<file path="src/rtl/serial_byte_feeder_pkg.sv">
// Shared constants for the feeder and the sequence detector downstream.
// The detector pattern lives here so both benches drive the same word.
package serial_byte_feeder_pkg;

  localparam int FEED_WIDTH = 8;

  typedef enum logic {
    FEED_IDLE  = 1'b0,
    FEED_SHIFT = 1'b1
  } feed_state_e;

  localparam logic [7:0] DETECT_PATTERN = 8'h85;

endpackage

</file>
<file path="src/rtl/serial_byte_feeder_if.sv">
// Parallel-in handshake plus serial-out stream of the byte feeder.
// master = upstream/observer side, slave = the feeder itself.
interface serial_byte_feeder_if
  import serial_byte_feeder_pkg::*;
#(
  parameter int WIDTH = FEED_WIDTH
);
  logic [WIDTH-1:0] InData;
  logic             InValid;
  logic             InReady;
  logic             OutBit;
  logic             OutValid;
  logic             ByteDone;
  logic             Busy;

  modport master (
    output InData, InValid,
    input  InReady, OutBit, OutValid, ByteDone, Busy
  );

  modport slave (
    input  InData, InValid,
    output InReady, OutBit, OutValid, ByteDone, Busy
  );
endinterface

</file>
<file path="src/rtl/serial_byte_feeder.sv">
// Serialises accepted words one bit per Clk; first bit the cycle after accept.
// One shifting word plus one held word; InReady drops while the hold slot is full.
module serial_byte_feeder
  import serial_byte_feeder_pkg::*;
#(
  parameter int       WIDTH     = FEED_WIDTH,
  parameter bit       MSB_FIRST = 1'b1,
  parameter bit       IDLE_BIT  = 1'b0
) (
  input  logic                 Clk,
  input  logic                 Reset,
  serial_byte_feeder_if.slave  bus
);

  localparam int CW = (WIDTH > 1) ? $clog2(WIDTH) : 1;
  localparam logic [CW-1:0] LAST_IDX = CW'(WIDTH - 1);

  feed_state_e      state_q, state_d;
  logic [WIDTH-1:0] sh_q, sh_d;
  logic [CW-1:0]    cnt_q, cnt_d;
  logic [WIDTH-1:0] hold_q, hold_d;
  logic             hold_full_q, hold_full_d;

  logic             in_ready;
  logic             accept;
  logic             active;
  logic [WIDTH-1:0] sh_next;

  assign active   = (state_q == FEED_SHIFT);
  assign in_ready = !hold_full_q && !Reset;
  assign accept   = bus.InValid && in_ready;

  // Shift toward whichever end feeds OutBit, filling with zero.
  assign sh_next = MSB_FIRST ? {sh_q[WIDTH-2:0], 1'b0} : {1'b0, sh_q[WIDTH-1:1]};

  always_comb begin
    state_d     = state_q;
    sh_d        = sh_q;
    cnt_d       = cnt_q;
    hold_d      = hold_q;
    hold_full_d = hold_full_q;
    case (state_q)
      FEED_IDLE: begin
        if (accept) begin
          sh_d    = bus.InData;
          cnt_d   = '0;
          state_d = FEED_SHIFT;
        end
      end
      default: begin
        if (cnt_q != LAST_IDX) begin
          sh_d  = sh_next;
          cnt_d = cnt_q + CW'(1);
          if (accept) begin
            hold_d      = bus.InData;
            hold_full_d = 1'b1;
          end
        end else begin
          cnt_d = '0;
          if (hold_full_q) begin
            sh_d        = hold_q;
            hold_full_d = 1'b0;
          end else if (accept) begin
            // Word arriving on the last bit skips the hold slot entirely.
            sh_d = bus.InData;
          end else begin
            state_d = FEED_IDLE;
          end
        end
      end
    endcase
  end

  always_ff @(posedge Clk) begin
    if (Reset) begin
      state_q     <= FEED_IDLE;
      sh_q        <= '0;
      cnt_q       <= '0;
      hold_q      <= '0;
      hold_full_q <= 1'b0;
    end else begin
      state_q     <= state_d;
      sh_q        <= sh_d;
      cnt_q       <= cnt_d;
      hold_q      <= hold_d;
      hold_full_q <= hold_full_d;
    end
  end

  assign bus.InReady  = in_ready;
  assign bus.OutBit   = active ? (MSB_FIRST ? sh_q[WIDTH-1] : sh_q[0]) : IDLE_BIT;
  assign bus.OutValid = active;
  assign bus.ByteDone = active && (cnt_q == LAST_IDX);
  assign bus.Busy     = active || hold_full_q;

endmodule
</file>
<file path="src/flat_wrapper.sv">
// flat-port wrapper written by rule: the top's interface ports become plain ports
module serial_byte_feeder_flat import serial_byte_feeder_pkg::*;
#(
  parameter int       WIDTH     = FEED_WIDTH,
  parameter bit       MSB_FIRST = 1'b1,
  parameter bit       IDLE_BIT  = 1'b0
)
  (Clk, Reset, bus_InData, bus_InValid, bus_InReady, bus_OutBit, bus_OutValid, bus_ByteDone, bus_Busy);
  serial_byte_feeder_if #(.WIDTH(WIDTH)) bus_i ();
  input  logic Clk;
  input  logic Reset;
  input wire logic [$bits(bus_i.InData)-1:0] bus_InData;
  input wire logic [$bits(bus_i.InValid)-1:0] bus_InValid;
  output wire logic [$bits(bus_i.InReady)-1:0] bus_InReady;
  output wire logic [$bits(bus_i.OutBit)-1:0] bus_OutBit;
  output wire logic [$bits(bus_i.OutValid)-1:0] bus_OutValid;
  output wire logic [$bits(bus_i.ByteDone)-1:0] bus_ByteDone;
  output wire logic [$bits(bus_i.Busy)-1:0] bus_Busy;
  assign bus_i.InData = bus_InData;
  assign bus_i.InValid = bus_InValid;
  assign bus_InReady = bus_i.InReady;
  assign bus_OutBit = bus_i.OutBit;
  assign bus_OutValid = bus_i.OutValid;
  assign bus_ByteDone = bus_i.ByteDone;
  assign bus_Busy = bus_i.Busy;
  serial_byte_feeder #(.WIDTH(WIDTH), .MSB_FIRST(MSB_FIRST), .IDLE_BIT(IDLE_BIT)) u_core (.Clk(Clk), .Reset(Reset), .bus(bus_i));
endmodule
</file>
<file path="config.mk">
export PLATFORM = sky130hd
export DESIGN_NAME = serial_byte_feeder_flat
export DESIGN_NICKNAME = d
export VERILOG_FILES = /design/src/rtl/serial_byte_feeder_pkg.sv /design/src/rtl/serial_byte_feeder_if.sv /design/src/rtl/serial_byte_feeder.sv /design/src/flat_wrapper.sv
export SDC_FILE = /design/constraint.sdc
export NUM_CORES = 1
export LEC_CHECK = 0
export CORE_AREA = 2 2 51 53
export CTS_CLUSTER_DIAMETER = 120
export DETAILED_ROUTE_END_ITERATION = 7
export DIE_AREA = 0 0 53 55
export HOLD_SLACK_MARGIN = 0.08
export PLACE_DENSITY = 0.75
export SLEW_MARGIN = 20
export SYNTH_ARGS = -nofsm -noshare
export SYNTH_HDL_FRONTEND = slang
export SYNTH_SLANG_ARGS = --single-unit
export TNS_END_PERCENT = 1
</file>
<file path="constraint.sdc">
create_clock -name Clk -period 1.9 [get_ports Clk]
set_clock_uncertainty 0.1 [all_clocks]
set_input_delay 0.285 -clock Clk [delete_from_list [all_inputs] [get_ports Clk]]
set_output_delay 0.285 -clock Clk [all_outputs]
set_load 0.1 [all_outputs]
</file>
-- Word level (Yosys, flattened, before mapping)
Index checks and enable logic that the tools add are counted.
W data, S select, Z words.
- bits in registers: 21
- logic and storage cells: 32
- ROM bits: 0
- bits in latches: 0
- memory bits (writable): 0
- memories kept: 0
- output and inout bits: 5
- input bits: 11
- multipliers: 0
- eq/ne operators: 3
- order comparisons: 0
- shift-type cells: 0
- reduce and logical (&&, ||, !) cells: 9
- add/sub/neg operators: 1
- divide/modulo/power cells: 0
- multiplexer cells: 14
- bitwise gates (word level): 0
- operators by type and width (kind ; count):
    $mux W8 ; 4
    $mux W3 ; 3
    $mux W1 ; 7
    $add A3 B1 Y3 const B ; 1
    $eq A3 B3 Y1 const B ; 1
    $logic_and A1 B1 Y1 ; 3
    $ne A3 B3 Y1 const B ; 1
    $reduce_and A3 Y1 ; 1
    $logic_not A1 Y1 ; 2
    $ne A2 B1 Y1 const B ; 1
    $reduce_and A2 Y1 ; 1
    $reduce_bool A2 Y1 ; 1
    $logic_or A1 B1 Y1 ; 1

-- Depth between registers and ports, before layout
- word-level depth: 7
- mapped depth: 6
- mapped depth without buffers: 5

-- Least setup slack after synthesis
OpenSTA, ideal clock, no wires.
- path type: register to output
- from: reg u_core.state_q (netlist: u_core.bus.OutValid)
- to: out bus_OutBit
- data required time: 1515 ps
- stages on the path, launching flop included: 3
- data arrival time: 2074 ps
- slack: -559 ps
- path buffers: 1
- path through: dfxtp_1 clkbuf_1 and2_1
- longest elaborated chain between the ends: 1
- RTL lines (what ; RTL line ; RTL):
    start: declaration ; serial_byte_feeder.sv:18 ; feed_state_e state_q, state_d;
    start signal: assignment ; serial_byte_feeder.sv:82 ; state_q <= state_d;
    $mux W1 ; serial_byte_feeder.sv:91 ; assign bus.OutBit = active ? (MSB_FIRST ? sh_q[WIDTH-1] : sh_q[0]) : IDLE_BIT;
    end: declaration ; flat_wrapper.sv:15 ; output wire logic [$bits(bus_i.OutBit)-1:0] bus_OutBit;
Every way passes these cells.

-- Worst setup path after layout
- from: reg u_core.cnt_q[0]
- to: out bus_ByteDone
- longest elaborated chain between the ends: 2
- RTL lines (what ; RTL line ; RTL):
    start: declaration ; serial_byte_feeder.sv:20 ; logic [CW-1:0] cnt_q, cnt_d;
    start signal: assignment ; serial_byte_feeder.sv:84 ; cnt_q <= cnt_d;
    $eq A3 B3 Y1 ; serial_byte_feeder.sv:93 ; assign bus.ByteDone = active && (cnt_q == LAST_IDX);
    $logic_and A1 B1 Y1 ; serial_byte_feeder.sv:93 ;
    end: declaration ; flat_wrapper.sv:17 ; output wire logic [$bits(bus_i.ByteDone)-1:0] bus_ByteDone;
Every way passes these cells.

==> metrics <==
Crit Path Max Fanout 9; initial antenna violation count 0; relative slew slack 0.811; asr flop ratio synth 0; vias 823; largest net degree at the start of global routing 24; arrival time of the worst setup path 1450 ps; Yosys Warn Count 0; Fin. Hold Viols 0; final setup fails 0; die area 2920 um2; Longest Clk Path Bufs 2; crit path from u_core.cnt_q[0]$_SDFFE_PP0P_; sequential fraction of the synthesis area 0.403; critical path class flop to output port; worst r2r src u_core.cnt_q[0]$_SDFFE_PP0P_; Worst Path Required 1510 ps; fin. max-slew vios 0; Internal 657 uW; clock power share 0.241; Fmax 544 MHz; synthesis-to-layout area growth 31.3%; period utilization 0.968; Final min period 1840 ps; HPWL after DPL 1640 um; peak supply drop 0.000439 V; GRT Total Usage 0.179; Via density 5.38; status complete, no violations; Netlist cell types 27; Total Power 942 uW; pwr dens 688 nW/um2; drt wl/cell 14.9 um; htree depth 1; Cell Area, Synth 1040 um2; Synth Instances 100; total gr overflow 0; power share of the combinational group 0.243; Yosys reg bits 21; final WL 2290 um; DRC violations left 0; Sw Pwr 285 uW; CP endpoint bus_ByteDone; Post-DRT Antenna Nets 0; Worst-path clk slew 120 ps; post-route setup TNS 0 ps; MaxCap Viol Count 0; Placement Setup Slack -69.1 ps; Reg power frac 0.517; gpl congestion 0.730; Hold Path Class flop to flop; Final nets 137; RR Endpoint u_core.hold_q[0]$_SDFFE_PP0P_; Clk Latency, worst-skew pair 310 ps; number of synthesized flops with an enable pin 0; CORE AREA 2360 um2; syn nets 113; share of layout cells above drive strength 1 0.317; internal reg-to-reg setup slack 80 ps; number of DRC markers in iteration 0 9; DRT Pass-1 Iters 4; first-pass GRT wire length 3710 um; Die Height 55 um; Die X 53 um; Num CTS Buffers 3; top_reg_cell synth dfxtp_1; n_diodes 0; initial core utilization 0.441; Rows 18; final setup margin 60.5 ps; Clock Tree Root clkbuf_4; Worst-Margin Slew 283 ps; Mean Syn Cell Area 10.4 um2; Worst setup SP type flop; TritonCTS sink count 21; vias in the first global route 802; port buffer count 15; num ports 16; Worst R2R Path Depth 5; LEAKAGE 0.000592 uW; crit end category output port; unrepaired setup endpoints after global routing false; sw frac 0.302; CTS tree yes
## power groups by stage
| stage | logic (uW) | clock network [uW] | registers [uW] |
|---|---|---|---|
| after global routing | 244 | 247 | 491 |
| after detailed placement | 226 | 0 | 497 |
| after floorplan | 134 | 0 | 502 |
| after global placement | 221 | 0 | 495 |
| final | 229 | 227 | 487 |
| after CTS | 227 | 230 | 487 |
## critical path: stages (launching register included)
cell and delay [ps]:
dfxtp_2 340, ha_1 190, ha_2 180, buf_6 140, nand2_4 80, inv_2 50
buf_12 160
## worst min-delay path by stage
| stage | start | end | slack [ps] | depth (start not counted) |
|---|---|---|---|---|
| 4_1_cts | u_core.cnt_q[1]$_SDFFE_PP0P_ | u_core.cnt_q[1]$_SDFFE_PP0P_ | 400 | 2 |
| 2_1_floorplan | bus_InData[0] | u_core.hold_q[0]$_SDFFE_PP0P_ | 330 | 1 |
| 6_report | u_core.cnt_q[1]$_SDFFE_PP0P_ | u_core.cnt_q[1]$_SDFFE_PP0P_ | 400 | 2 |
| 3_3_place_gp | u_core.cnt_q[2]$_SDFFE_PP0P_ | u_core.cnt_q[2]$_SDFFE_PP0P_ | 370 | 2 |
| 5_1_grt | u_core.cnt_q[1]$_SDFFE_PP0P_ | u_core.cnt_q[1]$_SDFFE_PP0P_ | 420 | 2 |
| 3_5_place_dp | u_core.cnt_q[1]$_SDFFE_PP0P_ | u_core.cnt_q[1]$_SDFFE_PP0P_ | 380 | 2 |
## logic make-up after synthesis
family,share of synthesized area
adders and majority gates,0.0240
and+or+nand+nor,0.169
buffers and inverters,0.0515
muxes,0.203
AOI/OAI and AO/OA,0.150
DFF,0.403
## state kept, by name, indices dropped and copies added, names as in the netlist
signal / count
u_core.sh_q: 8
u_core.hold_full_q: 1
u_core.hold_q: 8
u_core.cnt_q: 3
u_core.bus.OutValid: 1
## placed cells by master, fill, tap and decap left out, types with 2 or more instances in the layout
cell and count:
a31oi_1 2, o32ai_1 7, nor2b_1 11, clkbuf_4 3, a21oi_1 4, dfxtp_2 3, buf_4 10, mux2_4 8
buf_12 5, dfxtp_1 18, nand3b_1 2, nand2_1 4, a211oi_1 5, clkdlybuf4s50_1 10, nand2b_1 3, mux2i_1 8
inv_1 2
## cell usage after synthesis (3+ instances only)
library cell,n,area [um2]
a211oi_1,5,37.5
a21oi_1,4,20.0
clkbuf_1,3,11.3
dfxtp_1,21,420
inv_1,3,11.3
mux2_4,8,120
mux2i_1,8,80.1
nand2_1,5,18.8
nand2b_1,3,18.8
nor2b_1,11,68.8
o32ai_1,7,61.3
## final cells by class
class	count	area (um2)
clock buffer	3	22.5
fill	219	995
tap	30	37.5
clock inverter	1	5.00
inverter	3	11.3
sequential	21	424
multi-input combinational	69	583
timing repair buffer	26	287
## routing by layer
metal,vias to the layer above,wire length [um],GRT usage
li1,411,-,-
met5,-,0,0
met2,18,1080,0.315
met3,4,89,0.0242
met1,390,1080,0.220
met4,0,32,0.0769
## timing repair
action / in CTS / in global routing
gates resized for setup: 5 / 2
endpoints found under the setup margin: 1 / 1
hold endpoints to repair: 0 / 0
hold buffers: 0 / 0
cloned: 0 / 0
buffers inserted: 0 / 1
## metrics by stage
step            util  area [um2]  hold WS (ps)  std cells
2_1_floorplan      -        1050           328        100
3_3_place_gp   0.558        1320           375        148
3_5_place_dp   0.558        1320           380        148
4_1_cts        0.576        1360           400        152
5_1_grt        0.579        1370           416        153
6_report       0.579        1370           397        153
No activity file was read; power rests on OpenSTA's default activity.
